File: src/rtl/instr_fetch.sv
// instr_fetch: single-outstanding instruction fetch FSM with a one-word hold buffer.
// Optional feature macro FETCH_MISALIGN_CHECK_EN: a misaligned redirect raises sticky fetch_fault.
module instr_fetch #(
   parameter logic [31:0] RESET_PC = 32'h0000_0000
) (
   input  logic        clk,
   input  logic        rst,
   output logic        imem_req,
   output logic [31:0] imem_addr,
   input  logic        imem_ready,
   input  logic        imem_rvalid,
   input  logic [31:0] imem_rdata,
   output logic [31:0] instr,
   output logic [31:0] instr_pc,
   output logic        ce,
   input  logic        stall,
   input  logic        redirect,
   input  logic [31:0] redirect_pc,
   output logic        fetch_fault
);

   localparam logic [31:0] NOP = 32'h0000_0013;

   typedef enum logic [1:0] {
      S_REQ,
      S_WAIT,
      S_HOLD,
      S_FAULT
   } state_e;

   state_e      state_q, state_d;
   logic [31:0] pc_q, pc_d;
   logic [31:0] instr_q, instr_d;
   logic [31:0] ipc_q, ipc_d;
   logic        ce_q, ce_d;
   logic        kill_q, kill_d;
   logic [31:0] redir_tgt;
   logic        redir_bad;

`ifdef FETCH_MISALIGN_CHECK_EN
   assign redir_tgt = redirect_pc;
   assign redir_bad = |redirect_pc[1:0];
`else
   logic unused_redir_lsb;
   assign unused_redir_lsb = ^redirect_pc[1:0];
   assign redir_tgt        = {redirect_pc[31:2], 2'b00};
   assign redir_bad        = 1'b0;
`endif

   always_ff @(posedge clk) begin
      if (rst) begin
         state_q <= S_REQ;
      end else begin
         state_q <= state_d;
      end
   end

   always_ff @(posedge clk) begin
      if (rst) begin
         pc_q    <= RESET_PC;
         instr_q <= NOP;
         ipc_q   <= RESET_PC;
         ce_q    <= 1'b0;
         kill_q  <= 1'b0;
      end else begin
         pc_q    <= pc_d;
         instr_q <= instr_d;
         ipc_q   <= ipc_d;
         ce_q    <= ce_d;
         kill_q  <= kill_d;
      end
   end

   always_comb begin
      state_d = state_q;
      pc_d    = pc_q;
      instr_d = instr_q;
      ipc_d   = ipc_q;
      ce_d    = 1'b0;
      kill_d  = kill_q;
      if (state_q == S_FAULT) begin
         state_d = S_FAULT;
      end else if (redirect) begin
         if (redir_bad) begin
            state_d = S_FAULT;
            kill_d  = 1'b0;
         end else begin
            pc_d = redir_tgt;
            // A response coinciding with the redirect closes the transaction, so no kill is left armed.
            case (state_q)
               S_WAIT: begin
                  if (imem_rvalid) begin
                     state_d = S_REQ;
                     kill_d  = 1'b0;
                  end else begin
                     state_d = S_WAIT;
                     kill_d  = 1'b1;
                  end
               end
               S_REQ: begin
                  if (imem_ready) begin
                     state_d = S_WAIT;
                     kill_d  = 1'b1;
                  end else begin
                     state_d = S_REQ;
                  end
               end
               default: state_d = S_REQ;
            endcase
         end
      end else begin
         case (state_q)
            S_REQ: begin
               if (imem_ready) begin
                  state_d = S_WAIT;
               end
            end
            S_WAIT: begin
               if (imem_rvalid) begin
                  if (kill_q) begin
                     kill_d  = 1'b0;
                     state_d = S_REQ;
                  end else begin
                     instr_d = imem_rdata;
                     ipc_d   = pc_q;
                     pc_d    = pc_q + 32'd4;
                     if (stall) begin
                        state_d = S_HOLD;
                     end else begin
                        ce_d    = 1'b1;
                        state_d = S_REQ;
                     end
                  end
               end
            end
            S_HOLD: begin
               if (!stall) begin
                  ce_d    = 1'b1;
                  state_d = S_REQ;
               end
            end
            default: state_d = state_q;
         endcase
      end
   end

   always_comb begin
      imem_req  = (state_q == S_REQ) && !rst;
      imem_addr = pc_q;
      instr     = instr_q;
      instr_pc  = ipc_q;
      ce        = ce_q;
   end

`ifdef FETCH_MISALIGN_CHECK_EN
   logic fault_q;

   // FAULT is only left through reset, so tracking the state keeps the flag sticky.
   always_ff @(posedge clk) begin
      if (rst) begin
         fault_q <= 1'b0;
      end else begin
         fault_q <= (state_d == S_FAULT);
      end
   end

   assign fetch_fault = fault_q;
`else
   assign fetch_fault = 1'b0;
`endif

endmodule
File: config.mk
export PLATFORM = sky130hd
export DESIGN_NAME = instr_fetch
export DESIGN_NICKNAME = d
export VERILOG_FILES = /design/src/rtl/instr_fetch.sv
export SDC_FILE = /design/constraint.sdc
export NUM_CORES = 1
export LEC_CHECK = 0
export BUFFER_PORTS_ARGS = -buffer_cell sky130_fd_sc_hd__buf_4
export CAP_MARGIN = 20
export CORE_MARGIN = 10
export CORE_UTILIZATION = 54
export DETAILED_ROUTE_END_ITERATION = 8
export HOLD_SLACK_MARGIN = 0.06
export PLACE_DENSITY = 0.86
export SLEW_MARGIN = 20
export SYNTH_ARGS = -nofsm -noshare
export SYNTH_HDL_FRONTEND = slang
export SYNTH_SLANG_ARGS = --single-unit
File: constraint.sdc
create_clock -name clk -period 4.2 [get_ports clk]
set_input_delay 0.63 -clock clk [delete_from_list [all_inputs] [get_ports clk]]
set_output_delay 0.63 -clock clk [all_outputs]
set_load 0.05 [all_outputs]
; Word level (Yosys, flattened, before mapping)
; Cells that the tools add are included.
; Widths: inputs -> output; s select.
[totals]
reg_bits = 100
out_inout_bits = 99
[classes]
n_addsub = 1
eq_ne = 8
n_mux = 25
n_bitwise = 3
reduce_logical = 12
[op_table]
columns = cell, n
row1 = $mux 32, 4
row2 = $add 32x3->32 const B, 1
row3 = $mux 2, 7
row4 = $ne 4x4->1 const B, 3
row5 = $mux 1, 10
row6 = $reduce_and 5->1, 2
row7 = $reduce_and 4->1, 2
row8 = $pmux 2 s3, 1
row9 = $reduce_bool 2->1, 3
row10 = $reduce_bool 5->1, 1
row11 = $eq 2x2->1 const B, 2
row12 = $pmux 1 s2, 2
row13 = $pmux 2 s2, 1
row14 = $ne 3x3->1 const B, 1
row15 = $not 1->1, 3
row16 = $reduce_or 3->1, 1
row17 = $eq 2x1->1 const B, 1
row18 = $logic_not 2->1, 1
row19 = $ne 2x2->1 const B, 1
row20 = $logic_and 1x1->1, 1
row21 = $logic_not 1->1, 1

; Depth between registers and ports, before layout
[logic_depth]
ltp_word = 6
ltp_mapped = 8
mapped_depth_nobuf = 6

; Least setup slack after synthesis
; Ideal clock, no wire load.
[synth_timing]
path_kind = reg2reg
start = register pc_q[2], in the netlist imem_addr[2]
end = register pc_q[30], in the netlist imem_addr[30]
setup_ns = 0.079
arrival_time_ns = 2.539
path_slack_ns = 1.582
path_stages_with_launch = 7
period_less_slack_ns = 2.618
cell_sequence = dfxtp_1 > ha_1 > nand4_4 > or4_4 > buf_2 > or4_1 > o211ai_1
[synth_between]
elab_chain_cells = 5
[synth_lines]
columns = element, line
row1 = from (decl), 32  ; logic [31:0] pc_q, pc_d;
row2 = from (signal assigned), 66  ; pc_q <= pc_d;
row3 = $add 32x3->32, 126  ; pc_d = pc_q + 32'd4;
row4 = $mux 32, 120  ; if (kill_q) begin
row5 = $mux 32, 119  ; if (imem_rvalid) begin
row6 = $mux 32, 112  ; case (state_q)
row7 = $mux 32, 83  ; end else if (redirect) begin
; Every way passes these cells. The select of a mux whose other input is x is not followed.
; A chain may end at the register's enable or synchronous reset.

; Worst setup path in the final report
[layout_timing]
start = register pc_q[2], in the netlist imem_addr[2]
end = register pc_q[18], in the netlist imem_addr[18]
; The elaborated chain is that of the path after synthesis.

==> impl_metrics.tcl <==
set metrics [dict create \
    setup_violations 0 \
    syn_inst 615 \
    num_vias 5042 \
    min_period_ns 2.49 \
    hold_viol_final 0 \
    fin_tns_setup_ns 0 \
    dr.first_iter.drc_count 486 \
    grt_max_degree 75 \
    worstSetupStartpointType "register" \
    synth-seq-cells 96 \
    post_cts_buffers 0 \
    antenna_cells 0 \
    clk_pin_slew_ns 0.10 \
    cts_max_path_buffers 2 \
    fill_cells 707 \
    cts_num_sinks 96 \
    start_util_pct 54.9 \
    synth.top_cell.area_share_pct 40.7 \
    hp-class "reg -> reg" \
    final_core_util_pct 70.5 \
    cts_inserted_buffers 9 \
    synth_ff_type "dfxtp_1" \
    yosysTopAreaCell "dfxtp_1" \
    final_cells 852 \
    path_class "reg -> reg" \
    worst_pin_slew_ns 1.04 \
    dp_cells 836 \
    endpoint_kind "register" \
    dpl.hpwl_um 10700 \
    overflow 0 \
    die-width_um 113 \
    cts-root-buf "clkbuf_8" \
    r2r_slack_ns 1.71 \
    dr.pass1.iters 5 \
    critPathArrivalTime_ns 2.77 \
    worstSkewPairLatency_ns 0.37 \
    yosysUniqueCellTypes 62 \
    p_leak_nw 2.42 \
    syn2layout_area_growth_pct 28.4 \
    maxSlewViolCount 0 \
    r2r-end "imem_addr[18]" \
    dieArea_um2 12900 \
    drc_errors 0 \
    crit_required_ns 4.49 \
    max_cap_violations 0 \
    htreeDepth 3 \
    syn_area_per_cell_um2 7.67 \
    worstHoldStart "instr[30]" \
    boundaryPins 169 \
    wl_per_cell_um 17.6 \
    holdPathEnd "instr[30]" \
    slew_headroom_pct 30.3 \
    irDropWorstVdd_v 0.000240 \
    ant_nets 0 \
    yosys_warnings 0 \
    grt_pass1_wl_um 24300 \
    synth_area_leaders "dfxtp_1 41%, nand2_1 13%, a21oi_1 8.7%, clkbuf_1 2.9%, o211ai_1 2.9%" \
    seq_area_frac_synth_pct 40.7 \
    period_share_pct 59.2 \
    finClkSkew_ns 0.0169 \
    p_per_area_nw_per_um2 390 \
    cts_tree "done" \
    rsz0062_at_grt "no" \
    antenna_found_initial 0 \
    r2r-start "imem_addr[2]" \
    via_per_inst 5.92 \
    drive_above_1_share_pct 25.9 \
    die_h_um 113 \
    hold_depth 2 \
    fp-row-count 34 \
    track_usage_pct 22.2 \
    rr_worst_depth 5 \
    cts_hold_buffers 0 \
    outcome "finished, final reports clean" \
    placed_area_um2 5830 \
    crit_fanout 13 \
    core_area_um2 8590 \
    synth_area_um2 4720 \
    wl_um 15000 \
    synth_edf_count 0 \
    async_flop_share_pct 0 \
    final_cell_area_um2 6060 \
    final_cell_mix "164 x nand2_1, 164 x buf_4, 96 x dfxtp_1, 82 x a21oi_1" \
    io_buffers 161 \
    grt_pass1_vias 4952 \
    fmax_ghz 0.402 \
    nets 814 \
    cts_resized 0 \
    gp_congestion 0.835 \
]
-- registers in the layout (all words and copies together) (netlist names) --
| signal | cells |
|---|---|
| ce | 1 |
| imem_addr | 30 |
| instr | 32 |
| instr_pc | 30 |
| kill_q | 1 |
| state_q | 2 |
-- how the worst max path moves through the flow --
stage / endpoint / cells past startpoint / start
2_1_floorplan: imem_addr[30] / 6 / imem_addr[2]
3_3_place_gp: instr[17] / 6 / redirect
3_5_place_dp: instr[18] / 6 / redirect
4_1_cts: imem_addr[18] / 5 / imem_addr[2]
5_1_grt: instr_pc[8] / 5 / state_q[0]
6_report: imem_addr[18] / 5 / imem_addr[2]
-- metrics by stage --
stage               power (mW)  hold WS (ns)  setup slack [ns]
global route              2.45         0.477              1.53
CTS                       2.36         0.458              1.71
floorplan                 1.50         0.522              1.58
finish                    2.36         0.459              1.71
detailed placement        1.70         0.448              1.44
global placement          1.68         0.442              1.48
-- logic make-up after synthesis --
group,count (synthesis),synth area share (%)
buffers and inverters,65,6.66
muxes,3,0.637
adders and majority gates,5,1.33
AOI/OAI and AO/OA,164,21.8
other,1,0.0795
DFF,96,40.7
and+or+nand+nor,281,28.8
-- report_power, final --
part / total [mW] / internal [mW] / switching, mW
clock network: 0.675 / 0.309 / 0.366
registers: 1.06 / 0.967 / 0.0929
logic: 0.629 / 0.209 / 0.420
total: 2.36 / 1.48 / 0.879
-- cells in the mapped netlist (3+ instances only) --
cell and count:
buf_1 4, mux2i_1 3, nor4_1 6, o211ai_1 18, buf_4 6, dfxtp_1 96
a41o_1 3, nor3_1 10, a32o_1 3, nand3_1 11, or3_1 7, nor2b_1 5
o21ai_0 12, a31oi_1 8, a211oi_1 4, buf_6 4, ha_1 5, o31ai_1 6
o41ai_1 6, nor2_1 18, buf_2 3, nand4_1 18, clkbuf_1 36, or4_1 11
and3_1 12, nand2b_1 4, nand2_1 164, a21oi_1 82, inv_1 9
-- worst max-delay path, cell delays in order (launching register included) --
cell and delay, ns:
dfxtp_1 0.51, ha_1 0.35, nand4_4 0.21, or4_4 0.66, or4_1 0.51, a31oi_1 0.17
-- final cells by class --
class	count	area, um2	share of cell area (%)
well taps	108	135	2.23
clock buffers	10	138	2.27
flip-flops and latches	96	1920	31.7
multi-input cells	458	2510	41.4
inverters	10	37.5	0.620
clock inverters	6	86.3	1.43
repair buffers	164	1230	20.3
-- layer usage --
layer  global-route usage [%]  vias up  routed length (um)
met5                        0        -                   0
met4                     8.21        0                 323
met3                     6.09       33                1310
met2                     37.3      239                7300
met1                     26.4     2349                6070
li1                         -     2421                   -
(Power assumes the default switching activity.)
